### src/rtl/jt900h_divx_if.sv
// Operand/result bundle between the execution unit and the divider.
interface jt900h_divx_if #(
  parameter int DW = 16
);
  logic [2*DW-1:0] op0;
  logic [DW-1:0]   op1;
  logic            len;
  logic            sgn;
  logic            start;
  logic [DW-1:0]   quot;
  logic [DW-1:0]   rem;
  logic            busy;
  logic            done;
  logic            v;
  logic            dbz;

  modport master (
    output op0, op1, len, sgn, start,
    input  quot, rem, busy, done, v, dbz
  );

  modport slave (
    input  op0, op1, len, sgn, start,
    output quot, rem, busy, done, v, dbz
  );
endinterface

### src/rtl/jt900h_divx.sv
// Restoring divider for the TLCS-900H ALU: 2N/N bits, signed or unsigned,
// long (N=DW) or short (N=DW/2) mode, one quotient bit per enabled clock.
module jt900h_divx #(
  parameter int DW = 16
) (
  input  logic           clk,
  input  logic           rst_n,
  input  logic           cen,
  jt900h_divx_if.slave   bus
);
  localparam int H  = DW / 2;
  localparam int CW = $clog2(DW + 1);

  typedef enum logic [1:0] {IDLE, RUN, FIX} state_t;

  state_t          state_q, state_d;
  logic [CW-1:0]   cnt_q, cnt_d;
  logic            long_q, long_d;
  logic            sgn_q, sgn_d;
  logic            sa_q, sa_d;
  logic            sb_q, sb_d;
  logic            err_q, err_d;
  logic            dz_q, dz_d;
  logic [DW-1:0]   dvs_q, dvs_d;
  logic [DW:0]     prem_q, prem_d;
  logic [DW-1:0]   lo_q, lo_d;
  logic [DW-1:0]   raw_q, raw_d;
  logic [DW-1:0]   quo_q, quo_d;
  logic [DW-1:0]   quot_q, quot_d;
  logic [DW-1:0]   rem_q, rem_d;
  logic            busy_q, busy_d;
  logic            done_q, done_d;
  logic            v_q, v_d;
  logic            dbz_q, dbz_d;

  // Operand preparation for an incoming start
  logic [2*DW-1:0] dvd_l;
  logic [DW-1:0]   op0_s, dvd_s;
  logic [H-1:0]    op1_s;
  logic [DW-1:0]   hi_m, lo_m, dvs_m, raw_m;
  logic            sa_m, sb_m;
  // Restoring step and result fix-up
  logic [DW:0]     trial, diff;
  logic            ge;
  logic [CW-1:0]   last_idx;
  logic [DW-1:0]   mask, half, qn, rn;
  logic            neg_q, ovf;

  // Magnitudes, signs and partial-remainder seed from the current operands
  always_comb begin
    op0_s = bus.op0[DW-1:0];
    op1_s = bus.op1[H-1:0];
    sa_m  = bus.sgn & (bus.len ? bus.op0[2*DW-1] : op0_s[DW-1]);
    sb_m  = bus.sgn & (bus.len ? bus.op1[DW-1]   : op1_s[H-1]);
    dvd_l = sa_m ? ('0 - bus.op0) : bus.op0;
    dvd_s = sa_m ? ('0 - op0_s)   : op0_s;
    if (bus.len) begin
      hi_m  = dvd_l[2*DW-1:DW];
      lo_m  = dvd_l[DW-1:0];
      dvs_m = sb_m ? ('0 - bus.op1) : bus.op1;
      raw_m = op0_s;
    end else begin
      // Short dividend bits are left-aligned so both modes shift from the top.
      hi_m  = {{H{1'b0}}, dvd_s[DW-1:H]};
      lo_m  = {dvd_s[H-1:0], {H{1'b0}}};
      dvs_m = {{H{1'b0}}, (sb_m ? ('0 - op1_s) : op1_s)};
      raw_m = {{H{1'b0}}, op0_s[H-1:0]};
    end
  end

  // One restoring step plus the sign/range fix-up of the final result
  always_comb begin
    trial    = {prem_q[DW-1:0], lo_q[DW-1]};
    diff     = trial - {1'b0, dvs_q};
    ge       = trial >= {1'b0, dvs_q};
    last_idx = long_q ? CW'(DW - 1) : CW'(H - 1);
    mask     = long_q ? {DW{1'b1}} : {{H{1'b0}}, {H{1'b1}}};
    half     = '0;
    half[long_q ? DW - 1 : H - 1] = 1'b1;
    neg_q    = sa_q ^ sb_q;
    qn       = (neg_q ? ('0 - quo_q) : quo_q) & mask;
    rn       = (sa_q ? ('0 - prem_q[DW-1:0]) : prem_q[DW-1:0]) & mask;
    ovf      = sgn_q & (neg_q ? (quo_q > half) : (quo_q >= half));
  end

  // Next-state logic for the IDLE/RUN/FIX sequencer and all outputs
  always_comb begin
    state_d = state_q;
    cnt_d   = cnt_q;
    long_d  = long_q;
    sgn_d   = sgn_q;
    sa_d    = sa_q;
    sb_d    = sb_q;
    err_d   = err_q;
    dz_d    = dz_q;
    dvs_d   = dvs_q;
    prem_d  = prem_q;
    lo_d    = lo_q;
    raw_d   = raw_q;
    quo_d   = quo_q;
    quot_d  = quot_q;
    rem_d   = rem_q;
    busy_d  = busy_q;
    done_d  = 1'b0;
    v_d     = v_q;
    dbz_d   = dbz_q;
    unique case (state_q)
      IDLE: begin
        if (bus.start) begin
          long_d = bus.len;
          sgn_d  = bus.sgn;
          sa_d   = sa_m;
          sb_d   = sb_m;
          dvs_d  = dvs_m;
          prem_d = {1'b0, hi_m};
          lo_d   = lo_m;
          raw_d  = raw_m;
          quo_d  = '0;
          cnt_d  = '0;
          v_d    = 1'b0;
          dbz_d  = 1'b0;
          busy_d = 1'b1;
          dz_d   = (dvs_m == '0);
          err_d  = (dvs_m == '0) || (hi_m >= dvs_m);
          state_d = ((dvs_m == '0) || (hi_m >= dvs_m)) ? FIX : RUN;
        end
      end
      RUN: begin
        prem_d = ge ? diff : trial;
        lo_d   = {lo_q[DW-2:0], 1'b0};
        quo_d  = {quo_q[DW-2:0], ge};
        cnt_d  = cnt_q + 1'b1;
        if (cnt_q == last_idx) state_d = FIX;
      end
      FIX: begin
        if (err_q) begin
          quot_d = mask;
          rem_d  = raw_q;
          v_d    = 1'b1;
          dbz_d  = dz_q;
        end else begin
          quot_d = qn;
          rem_d  = rn;
          v_d    = ovf;
          dbz_d  = 1'b0;
        end
        busy_d  = 1'b0;
        done_d  = 1'b1;
        state_d = IDLE;
      end
      default: state_d = IDLE;
    endcase
  end

  // State registers, advancing only on enabled edges
  always_ff @(posedge clk or negedge rst_n) begin
    if (!rst_n) begin
      state_q <= IDLE;
      cnt_q   <= '0;
      long_q  <= 1'b0;
      sgn_q   <= 1'b0;
      sa_q    <= 1'b0;
      sb_q    <= 1'b0;
      err_q   <= 1'b0;
      dz_q    <= 1'b0;
      dvs_q   <= '0;
      prem_q  <= '0;
      lo_q    <= '0;
      raw_q   <= '0;
      quo_q   <= '0;
      quot_q  <= '0;
      rem_q   <= '0;
      busy_q  <= 1'b0;
      done_q  <= 1'b0;
      v_q     <= 1'b0;
      dbz_q   <= 1'b0;
    end else if (cen) begin
      state_q <= state_d;
      cnt_q   <= cnt_d;
      long_q  <= long_d;
      sgn_q   <= sgn_d;
      sa_q    <= sa_d;
      sb_q    <= sb_d;
      err_q   <= err_d;
      dz_q    <= dz_d;
      dvs_q   <= dvs_d;
      prem_q  <= prem_d;
      lo_q    <= lo_d;
      raw_q   <= raw_d;
      quo_q   <= quo_d;
      quot_q  <= quot_d;
      rem_q   <= rem_d;
      busy_q  <= busy_d;
      done_q  <= done_d;
      v_q     <= v_d;
      dbz_q   <= dbz_d;
    end
  end

  assign bus.quot = quot_q;
  assign bus.rem  = rem_q;
  assign bus.busy = busy_q;
  assign bus.done = done_q;
  assign bus.v    = v_q;
  assign bus.dbz  = dbz_q;
endmodule

### src/flat_wrapper.sv
// flat-port wrapper written by rule: the top's interface ports become plain ports
module jt900h_divx_flat 
#(
  parameter int DW = 16
)
  (clk, rst_n, cen, bus_op0, bus_op1, bus_len, bus_sgn, bus_start, bus_quot, bus_rem, bus_busy, bus_done, bus_v, bus_dbz);
  jt900h_divx_if #(.DW(DW)) bus_i ();
  input  logic clk;
  input  logic rst_n;
  input  logic cen;
  input wire logic [$bits(bus_i.op0)-1:0] bus_op0;
  input wire logic [$bits(bus_i.op1)-1:0] bus_op1;
  input wire logic [$bits(bus_i.len)-1:0] bus_len;
  input wire logic [$bits(bus_i.sgn)-1:0] bus_sgn;
  input wire logic [$bits(bus_i.start)-1:0] bus_start;
  output wire logic [$bits(bus_i.quot)-1:0] bus_quot;
  output wire logic [$bits(bus_i.rem)-1:0] bus_rem;
  output wire logic [$bits(bus_i.busy)-1:0] bus_busy;
  output wire logic [$bits(bus_i.done)-1:0] bus_done;
  output wire logic [$bits(bus_i.v)-1:0] bus_v;
  output wire logic [$bits(bus_i.dbz)-1:0] bus_dbz;
  assign bus_i.op0 = bus_op0;
  assign bus_i.op1 = bus_op1;
  assign bus_i.len = bus_len;
  assign bus_i.sgn = bus_sgn;
  assign bus_i.start = bus_start;
  assign bus_quot = bus_i.quot;
  assign bus_rem = bus_i.rem;
  assign bus_busy = bus_i.busy;
  assign bus_done = bus_i.done;
  assign bus_v = bus_i.v;
  assign bus_dbz = bus_i.dbz;
  jt900h_divx #(.DW(DW)) u_core (.clk(clk), .rst_n(rst_n), .cen(cen), .bus(bus_i));
endmodule
### config.mk
export PLATFORM = sky130hd
export DESIGN_NAME = jt900h_divx_flat
export DESIGN_NICKNAME = d
export VERILOG_FILES = /design/src/rtl/jt900h_divx_if.sv /design/src/rtl/jt900h_divx.sv /design/src/flat_wrapper.sv
export SDC_FILE = /design/constraint.sdc
export NUM_CORES = 1
export LEC_CHECK = 0
export ABC_AREA = 1
export BUFFER_PORTS_ARGS = -buffer_cell sky130_fd_sc_hd__buf_2
export CAP_MARGIN = 10
export CORE_ASPECT_RATIO = 0.6
export CORE_MARGIN = 4
export CORE_UTILIZATION = 50
export DETAILED_ROUTE_END_ITERATION = 10
export PLACE_DENSITY = 0.74
export SYNTH_ARGS = -nofsm -noshare
export SYNTH_HDL_FRONTEND = slang
export SYNTH_SLANG_ARGS = --single-unit
### constraint.sdc
create_clock -name clk -period 2.8 [get_ports clk]
set_input_delay 0.56 -clock clk [delete_from_list [all_inputs] [get_ports clk]]
set_output_delay 0.56 -clock clk [all_outputs]
set_load 0.01 [all_outputs]
==> results.txt <==
- Transition time of the tightest slew-check pin: 0.772 ns
* Synth Warn #: 0
- Fraction of final layout cells sized beyond drive strength 1: 21.8%
- Measured along the x axis, the die boundary spans 185 µm.
- In this design, the critical path's most frequently occurring cell is nand3_1.
- Count of buffer and inverter cells on the critical path: 3
* Cell count of the worst reg-to-reg path: 14
- Maximum count of clock buffers along a single path: 2
- The total count of hold-check failures in the final report is 0.
- Post-synth top area cell: dfrtp_1
- Once the floorplan was initialized, standard cells occupied 51.6% of the core.
- On the final layout, the worst clock skew is 0.00824 ns.
* Result of the run: completed
* Post-synth ARST share: 100%
- During I/O placement, the number of pins put on the boundary was 90.
- Worst relative slew slack: 48.5%
- Entering global routing, the biggest net connects 51 pins.
* Summed instance area of the synthesized netlist: 9440 µm²
- Placeable core region: 18300 µm²
* Count of cell instances traversed by the critical path: 20
- Drt wl/cell: 17.5 µm
* Mapped Nets: 1496
* Global route overflow: 0
* Max stage delay on crit path: 0.23 ns
- The total count of max-transition violations in the final report was 0.
* Critical path cell sequence: buf_2 -> inv_4 -> ha_4 -> nand3_4 -> nor2_4 -> nand2_2 -> nand2_4 -> nand3_1 -> nand2_1 -> nand3_1 -> and2_1 -> ha_1 -> a21oi_2 -> o21ai_0 -> a21oi_1 -> o21ai_1 -> nor2_2 -> nand3_1 -> nand2_1 -> inv_1
- The die is 114 µm tall.
- Number of I/O port buffers: 89
* Path class of the lowest-slack min-delay path: in -> async
- Unique cell type count in the Yosys netlist: 52
- Cells fill 65.9% of the core in the end.
* Via count: 10600
* # diodes: 0
- Data on the critical path arrives at its endpoint at 2.96 ns.
* Clock Sink Count: 129
- In the routed design, unresolved DRC markers number 0.
- Critical-path maximum fanout: 7
- Worst path required time: 3.12 ns
- Post-Layout Inst Area: 12100 µm²
- The placed instances occupy a cell area of 11300 µm².
* Sequential element share of the synthesized area: 34.2%
- After clock tree synthesis, the flow added hold-fix buffers numbering 0.
* Final Net Count: 1728
* Antenna violations before repair: 0
- Clock latency on the worst-skew pair, taken at its later pin, is 0.42 ns.
* Seq cells post-synth: 129
- Primary flip-flop cell chosen by synthesis mapping: dfrtp_1
- Clock slew at the register clock pins of the worst setup and hold paths: 0.06 ns
* Post-route antenna net violation count: 0
- Setup total negative slack on the finished layout was measured at 0 ns.
- Global routing consumed, over all layers together, 31.5% of the routing resources.
* Clock buffer count from CTS: 17
* Global-route wire length before repair: 52.0 mm
- Worst setup EP type: flip-flop
- Root buf cell: clkbuf_16
- H-tree levels: 4
* Number of flops mapped to enable cells by yosys: 0
- The synthesized design devotes to its leading area cell type 34.2% of total area.
* Worst slack on hold paths: 0.180 ns
- For this run, the top clock speed supported by timing is 378 MHz.
- Layout overhead on the synthesized area: 27.8%
- Die Footprint: 21200 µm²
* Most frequent cells after synthesis: nand2_1 (408), inv_1 (158), dfrtp_1 (129), nand3_1 (129), nor2_1 (123)
- Averaged over all synthesized cells, the footprint is 6.74 µm².
- Detailed Routing Iterations Pass 1: 8
- Iteration-0 DRC Markers: 1475
* Tmin final: 2.64 ns
* Maximum ir drop on the vdd rail: 975 µV
- Standby leakage power: 6.37 nW
* Mean number of vias per cell: 5.61
- Routed wire length: 33.0 mm
- The largest individual stage delay along the critical path comes from the cell a21oi_1.
* Total Power: 12.1 mW
- The setup path with the least slack is of type in -> reg.
* Crit path max-delay family: simple AND/OR/NAND/NOR gates
* Count of maximum capacitance violations: 0
- Summed over all nets, the half-perimeter wirelength after detailed placement is 25.8 mm.
- Total power per unit cell area: 1010 nW/µm²
- TritonCTS built the clock tree.
- The initialized floorplan defines 38 standard-cell rows.
- Top area cells in the synthesized netlist: dfrtp_1 (34%), nand2_1 (16%), nand3_1 (6.8%)
- The via count of the first global-routing pass came to 9625.
- Setup violations remaining at the end of the flow were counted as 0.
* GP Congestion: 0.981
- Yosys instantiated no cell more often than nand2_1.
* Gate count of the mapped netlist: 1401
- Startpoint kind of the worst setup timing path: input pin
- Crit share post-route: 94.4%
[path summary, 6_finish.rpt]
kind	startpoint	end	slack (ns)
max	bus_op0[0]	u_core.state_q[1]$_DFFE_PN0P_	0.16
min	rst_n	u_core.quo_q[12]$_DFFE_PN0P_	0.18
max reg2reg	u_core.prem_q[6]$_DFFE_PN0P_	u_core.prem_q[0]$_DFFE_PN0P_	0.31
min reg2reg	u_core.bus.quot[12]$_DFFE_PN0P_	u_core.bus.quot[12]$_DFFE_PN0P_	0.47
max in group asynchronous	rst_n	u_core.dvs_q[15]$_DFFE_PN0P_	1.92
min in group clk	cen	u_core.cnt_q[1]$_DFFE_PN0P_	0.47
[per-layer routing]
metal  global-route usage [%]  up-vias  share of wire (%)
met4                     6.79        0                1.6
met5                        0        -                  0
met2                     40.3      531                 38
li1                         -     5043                  -
met1                     49.7     4948                 47
met3                     11.7       43                 13
[cell families (layout without fill, tap and decap cells)]
kind of cell,count (synthesis),after routing,share of synthesized area (%)
AND/OR/NAND/NOR,742,742,33.7
AO/OA/AOI/OAI,238,238,14.0
buffers and inverters,214,457,9.11
flip-flops,129,129,34.2
adder cells (fa/ha/maj),41,41,5.51
XOR/XNOR,36,36,3.34
multiplexers,1,1,0.106
[cell type report]
cell class,instances,area (µm²)
repair buffers,258,1760
flip-flops and latches,129,3230
multi-input cells,1058,5530
well taps,240,300
clock buffers,21,470
inverters,169,642
clock inverters,9,133
fillers,1603,6240
[metrics by stage]
stage	worst slack, ns	std cells
final	0.158	1884
after global routing	-0.00293	1884
after CTS	0.0279	1882
after detailed placement	-0.561	1852
after global placement	-0.487	1852
after floorplan	0.128	1401
[state kept, by name, indices dropped and copies added, names as in the netlist, 2 cells and up]
register	flops
u_core.bus.quot	16
u_core.state_q	2
u_core.bus.rem	16
u_core.quo_q	16
u_core.raw_q	16
u_core.dvs_q	16
u_core.lo_q	16
u_core.cnt_q	5
u_core.prem_q	16
[cell usage in the layout (no fill, tap or decap), types with 5 or more instances in the layout]
cell type | Yosys | layout
nor3_1 | 14 | 13
a21boi_0 | 6 | 6
xor2_1 | 29 | 28
nand2_1 | 408 | 405
inv_2 | 8 | 10
inv_1 | 158 | 154
o21ai_1 | 19 | 19
buf_4 | 3 | 166
dfrtp_1 | 129 | 129
buf_2 | 16 | 88
a21oi_1 | 60 | 58
ha_1 | 40 | 37
clkbuf_16 | 0 | 17
nor2_1 | 123 | 111
xnor2_1 | 7 | 7
nand3_1 | 129 | 124
nand2_2 | 5 | 7
a22oi_1 | 5 | 5
or2_2 | 5 | 5
nor2_2 | 6 | 14
a2bb2oi_1 | 6 | 6
nor2_4 | 2 | 6
o22ai_1 | 22 | 22
o21ai_0 | 100 | 98
nand4_1 | 26 | 26
[timing repair]
action | in CTS | in global routing
gates resized for setup | 7 | 38
setup buffers | 0 | 2
endpoints found under the setup margin | 3 | 3
pin swaps | 1 | 13
endpoints found under the hold margin | 0 | 0
[power by group]
part	leakage, nW	switching [mW]	total (mW)	internal (mW)
combinational	4.44	4.28	6.64	2.36
clock	0.291	0.844	2.30	1.46
sequential	1.64	0.569	3.18	2.61
No activity file was read; power rests on OpenSTA's default activity.
